## src/rtl/mem_stage_lsu.sv

```systemverilog
// MEM-stage load/store unit: req/ack data-memory sequencer, store lane formatting, load extension.
// Optional compile-time macro MISALIGN_TRAP_EN turns misaligned H/W accesses into traps.
module mem_stage_lsu #(
  parameter int ADDR_W = 32
) (
  input  logic              clk,
  input  logic              rst,
  input  logic              RegWrite_in,
  input  logic              MemRead_in,
  input  logic              MemWrite_in,
  input  logic              MemToReg_in,
  input  logic [31:0]       alu_result_in,
  input  logic [31:0]       write_data_in,
  input  logic [31:0]       instruction_in,
  input  logic [4:0]        rd_in,
  output logic              RegWrite_out,
  output logic              MemToReg_out,
  output logic [31:0]       alu_result_out,
  output logic [31:0]       mem_data_out,
  output logic [4:0]        rd_out,
  output logic [31:0]       instruction_out,
  output logic              stall_out,
  output logic              misalign_out,
  output logic              dmem_req,
  output logic              dmem_we,
  output logic [ADDR_W-1:0] dmem_addr,
  output logic [31:0]       dmem_wdata,
  output logic [3:0]        dmem_be,
  input  logic              dmem_ack,
  input  logic [31:0]       dmem_rdata
);

  // state | meaning
  // IDLE  | no access outstanding; memop launches one
  // REQ   | dmem_req high, bus outputs frozen until dmem_ack
  // RESP  | load data valid, stall released for one cycle
  typedef enum logic [1:0] {IDLE = 2'd0, REQ = 2'd1, RESP = 2'd2} state_t;

  state_t      state_q, state_d;
  logic [2:0]  f3_in, f3_q;
  logic [1:0]  lo_q;
  logic [31:0] load_buf, fmt_data, wdata_d;
  logic [7:0]  byte_sel;
  logic [15:0] half_sel;
  logic [3:0]  be_d;
  logic        memop, is_b, is_h, mis, start;
  logic        unused_instr_bits;

  assign memop = MemRead_in | MemWrite_in;
  assign f3_in = instruction_in[14:12];
  assign is_b  = (f3_in == 3'b000) || (f3_in == 3'b100);
  assign is_h  = (f3_in == 3'b001) || (f3_in == 3'b101);
  assign unused_instr_bits = ^{instruction_in[31:15], instruction_in[11:0]};

`ifdef MISALIGN_TRAP_EN
  assign mis = (state_q == IDLE) && memop &&
               ((is_h && alu_result_in[0]) || (!is_b && !is_h && (alu_result_in[1:0] != 2'b00)));
`else
  assign mis = 1'b0;
`endif
  assign misalign_out = mis;

  assign RegWrite_out    = RegWrite_in & ~mis;
  assign MemToReg_out    = MemToReg_in;
  assign alu_result_out  = alu_result_in;
  assign rd_out          = rd_in;
  assign instruction_out = instruction_in;

  always_comb begin
    be_d    = 4'b1111;
    wdata_d = write_data_in;
    if (MemWrite_in) begin
      if (is_b) begin
        be_d    = 4'b0001 << alu_result_in[1:0];
        wdata_d = {4{write_data_in[7:0]}};
      end else if (is_h) begin
        be_d    = alu_result_in[1] ? 4'b1100 : 4'b0011;
        wdata_d = {2{write_data_in[15:0]}};
      end
    end
  end

  always_comb begin
    state_d   = state_q;
    stall_out = 1'b0;
    start     = 1'b0;
    case (state_q)
      IDLE: if (memop && !mis) begin
        stall_out = 1'b1;
        start     = 1'b1;
        state_d   = REQ;
      end
      REQ: begin
        stall_out = 1'b1;
        if (dmem_ack) state_d = RESP;
      end
      RESP:    state_d = IDLE;
      default: state_d = IDLE;
    endcase
  end

  always_ff @(posedge clk or posedge rst) begin
    if (rst) state_q <= IDLE;
    else     state_q <= state_d;
  end

  // Bus outputs are latched at launch so they stay frozen for the whole REQ phase.
  always_ff @(posedge clk or posedge rst) begin
    if (rst) begin
      dmem_req   <= 1'b0;
      dmem_we    <= 1'b0;
      dmem_addr  <= '0;
      dmem_wdata <= 32'h0;
      dmem_be    <= 4'b0000;
      f3_q       <= 3'b000;
      lo_q       <= 2'b00;
      load_buf   <= 32'h0;
    end else if (start) begin
      dmem_req   <= 1'b1;
      dmem_we    <= MemWrite_in;
      dmem_addr  <= {alu_result_in[ADDR_W-1:2], 2'b00};
      dmem_wdata <= wdata_d;
      dmem_be    <= be_d;
      f3_q       <= f3_in;
      lo_q       <= alu_result_in[1:0];
    end else if (state_q == REQ && dmem_ack) begin
      dmem_req <= 1'b0;
      load_buf <= dmem_rdata;
    end
  end

  always_comb begin
    case (lo_q)
      2'd0:    byte_sel = load_buf[7:0];
      2'd1:    byte_sel = load_buf[15:8];
      2'd2:    byte_sel = load_buf[23:16];
      default: byte_sel = load_buf[31:24];
    endcase
    half_sel = lo_q[1] ? load_buf[31:16] : load_buf[15:0];
    case (f3_q)
      3'b000:  fmt_data = {{24{byte_sel[7]}}, byte_sel};
      3'b100:  fmt_data = {24'h0, byte_sel};
      3'b001:  fmt_data = {{16{half_sel[15]}}, half_sel};
      3'b101:  fmt_data = {16'h0, half_sel};
      default: fmt_data = load_buf;
    endcase
  end

  assign mem_data_out = (state_q == RESP) ? fmt_data : 32'h0;

endmodule

```

## config.mk

```make
export PLATFORM = sky130hd
export DESIGN_NAME = mem_stage_lsu
export DESIGN_NICKNAME = d
export VERILOG_FILES = /design/src/rtl/mem_stage_lsu.sv
export SDC_FILE = /design/constraint.sdc
export NUM_CORES = 1
export LEC_CHECK = 0
export CORE_MARGIN = 2
export CORE_UTILIZATION = 39
export DETAILED_ROUTE_END_ITERATION = 10
export PLACE_DENSITY = 0.84
export SLEW_MARGIN = 20
export SYNTH_ARGS = -nofsm -noshare
export SYNTH_HDL_FRONTEND = slang
export SYNTH_SLANG_ARGS = --single-unit
```

## constraint.sdc

```tcl
create_clock -name clk -period 3.8 [get_ports clk]
set_clock_uncertainty 0.05 [all_clocks]
set_input_delay 0.38 -clock clk [delete_from_list [all_inputs] [get_ports clk]]
set_output_delay 0.38 -clock clk [all_outputs]
set_load 0.02 [all_outputs]
```

==> impl_metrics.env <==
export IMPL_worstMarginPinSlew_ps=1050
export IMPL_synth_enable_flop_cells=0
export IMPL_placement_rows=43
export IMPL_antenna_found_initial=0
export IMPL_dp_hpwl_um=11900
export IMPL_h_tree_depth=3
export IMPL_postCtsHoldBufs=0
export IMPL_cts_tree="built"
export IMPL_layout_drive_gt1_share=0.0430
export IMPL_cts_max_path_buffers=2
export IMPL_rsz0062_at_grt="no"
export IMPL_p_leak_nw=3.58
export IMPL_netlist_instances=687
export IMPL_pin_count=315
export IMPL_internal_power_mw=3.59
export IMPL_first_pass_iters=5
export IMPL_seqCellArea_mm2=0.00268
export IMPL_postCtsSetupBuffers=0
export IMPL_power_density_mw_per_mm2=787
export IMPL_slew_viol_final=0
export IMPL_cts_sinks=107
export IMPL_min_period_ps=3400
export IMPL_outcome="complete, no violations"
export IMPL_numCtsBuffers=9
export IMPL_start_util=0.403
export IMPL_finalSetupViolCount=0
export IMPL_power_net_switching_mw=2.64
export IMPL_min_period_over_period=0.896
export IMPL_crit_arrival_ps=2970
export IMPL_p_clk_frac=0.152
export IMPL_ys_ff_latch=107
export IMPL_fillers=1256
export IMPL_ys_flop_type="dfrtp_1"
export IMPL_relSlewSlack=0.299
export IMPL_timing_fmax_mhz=294
export IMPL_ant_nets=0
export IMPL_die_area_mm2=0.0154
export IMPL_syn2layout_area_growth_pct=40.3
export IMPL_drt_wl_total_um=16600
export IMPL_die_x_um=124
export IMPL_worstSetupPathType="flip-flop to output port"
export IMPL_gp_congestion=0.854
export IMPL_finalSetupTns_ps=0
export IMPL_clk_insertion_delay_late_ps=340
export IMPL_drv_cap=0
export IMPL_synth_avg_cell_area_um2=8.21
export IMPL_crit_required_ps=3370
export IMPL_use_met2=0.342
export IMPL_hp_class="flip-flop to flip-flop"
export IMPL_n_antenna_cell=0
export IMPL_sw_frac_of_total=0.423
export IMPL_async_flop_share=1.00
export IMPL_seq_power_share=0.347
export IMPL_synth_top_cell_area_share=0.475
export IMPL_synth_area_leaders="dfrtp_1 (47%), nand2_1 (19%), buf_4 (10%)"
export IMPL_yosysWarnings=0
export IMPL_portBuffers=239
export IMPL_grt_ovfl_total=0
export IMPL_yosysSeqAreaShare=0.475
export IMPL_first_iter_violations=367
export IMPL_viasPerCell=4.87
export IMPL_drc=0
export IMPL_clk_pin_slew_worst_paths_ps=70
export IMPL_grt_use_met1=0.280
export IMPL_ir_drop_v=0.000413
export IMPL_vias=4951
export IMPL_grt_busiest_layer="met2"
export IMPL_routedWlPerCell_um=16.3
export IMPL_combPwrFrac=0.501
export IMPL_final_net_count=973
export IMPL_die_h_um=124
export IMPL_grt_max_degree=79
export IMPL_met3_usage=0.0649
export IMPL_cts_root_buf="clkbuf_16"
export IMPL_critPathMaxFanout=17
export IMPL_grt_pass1_vias=4982
export IMPL_hold_worst_slack_ps=423
export IMPL_post_synth_top_area_cell="dfrtp_1"
export IMPL_end_kind="output port"
export IMPL_hold_viol_final=0
export IMPL_synth_cell_types=32
export IMPL_worst_setup_path_start_kind="flip-flop"
export IMPL_multi_input_area_mm2=0.00225
export IMPL_ctsResizeCount=0
export IMPL_grt_first_pass_wirelength_um=26900
export IMPL_core_area_mm2=0.0140
export IMPL_grt_usage=0.216
export IMPL_synth_area_mm2=0.00564
-- area by class of cell --
cell class / count / area share
multi-input cells: 466 / 0.284
inverters: 2 / 0.00126
clock inverters: 4 / 0.00648
repair buffers: 247 / 0.311
well taps: 180 / 0.0284
clock buffers: 11 / 0.0307
flip-flops and latches: 107 / 0.338
-- power by group through the flow --
stage               combinational [mW]  clock, mW  sequential (mW)
detailed placement                3.14          0             2.17
floorplan                         1.54          0             2.42
CTS                               3.14      0.967             2.16
finish                            3.12      0.947             2.16
global route                      3.41       1.01             2.24
global placement                  3.09          0             2.14
-- flip-flops by register name, indices dropped and copies added (netlist names) --
register	count
dmem_addr	30
dmem_be	4
dmem_req	1
dmem_wdata	32
dmem_we	1
f3_q	3
lo_q	2
load_buf	32
state_q	2
-- cell families (layout without fill, tap and decap cells) --
family          Yosys count  in the layout  synth area share
compound gates           72             72            0.0787
buf+inv                 116            264             0.131
flops                   107            107             0.475
mux                      29             29            0.0539
other cells               1              3          0.000665
simple gates            362            362             0.261
-- synth_stat cells (2+ instances only) --
cell,count
nand3b_1,2
a31oi_1,8
buf_4,75
nand2b_1,6
nor2_1,33
buf_1,2
and2_1,2
a21oi_1,29
nor2b_1,15
buf_2,17
mux2i_1,27
dfrtp_1,107
o21ai_0,18
nand2_1,284
o22a_1,2
a311o_1,2
clkbuf_1,20
nor3_1,15
inv_1,2
a2bb2oi_1,5
o221a_2,5
-- through the flow --
step | utilization | power (mW) | std cells | worst slack, ps | cell area [um2]
after global routing | 0.566 | 6.66 | 1017 | 205 | 7920
final | 0.566 | 6.23 | 1017 | 396 | 7920
after CTS | 0.566 | 6.27 | 1017 | 445 | 7920
after global placement | 0.545 | 5.23 | 1002 | 950 | 7620
after floorplan | - | 3.97 | 689 | 553 | 5650
after detailed placement | 0.545 | 5.30 | 1002 | 848 | 7620
-- worst paths after layout --
check | from | cells after the start | endpoint | slack (ps)
worst max-delay path | lo_q[1]$_DFFE_PP0P_ | 5 | mem_data_out[23] | 400
worst min-delay path | dmem_addr[11]$_DFFE_PP0P_ | 2 | dmem_addr[11]$_DFFE_PP0P_ | 420
worst max register to register | state_q[0]$_DFFE_PP0P_ | 5 | dmem_addr[29]$_DFFE_PP0P_ | 1520
worst min register to register | dmem_addr[11]$_DFFE_PP0P_ | 2 | dmem_addr[11]$_DFFE_PP0P_ | 420
max in group asynchronous | rst | 3 | load_buf[16]$_DFFE_PP0P_ | 2530
min in group asynchronous | rst | 2 | dmem_addr[27]$_DFFE_PP0P_ | 450
-- worst max-delay path: stages, from the launching register on --
cell             delay, ps
dfrtp_1                810
mux2i_1                380
nor2_1                  90
o21ai_2                600
a21oi_1                170
clkdlybuf4s50_1        580
-- metal layers --
| layer | wire, um | vias to the layer above | part of all wire |
|---|---|---|---|
| li1 | - | 2408 | - |
| met1 | 7040 | 2319 | 0.42 |
| met2 | 7930 | 198 | 0.48 |
| met3 | 1240 | 26 | 0.075 |
| met4 | 393 | 0 | 0.024 |
| met5 | 0 | - | 0 |
-- cell usage in the layout, fill, tap and decap left out, types with 3 or more instances in the layout --
cell	netlist	layout
nand2_1	284	284
clkdlybuf4s50_1	0	239
dfrtp_1	107	107
nor2_1	33	33
a21oi_1	29	29
mux2i_1	27	27
o21ai_0	18	18
nor3_1	15	15
nor2b_1	15	15
clkbuf_16	0	9
a31oi_1	8	8
buf_4	75	7
nand2b_1	6	6
a2bb2oi_1	5	5
o221a_2	5	5
conb_1	1	3
(Power assumes the default switching activity.)
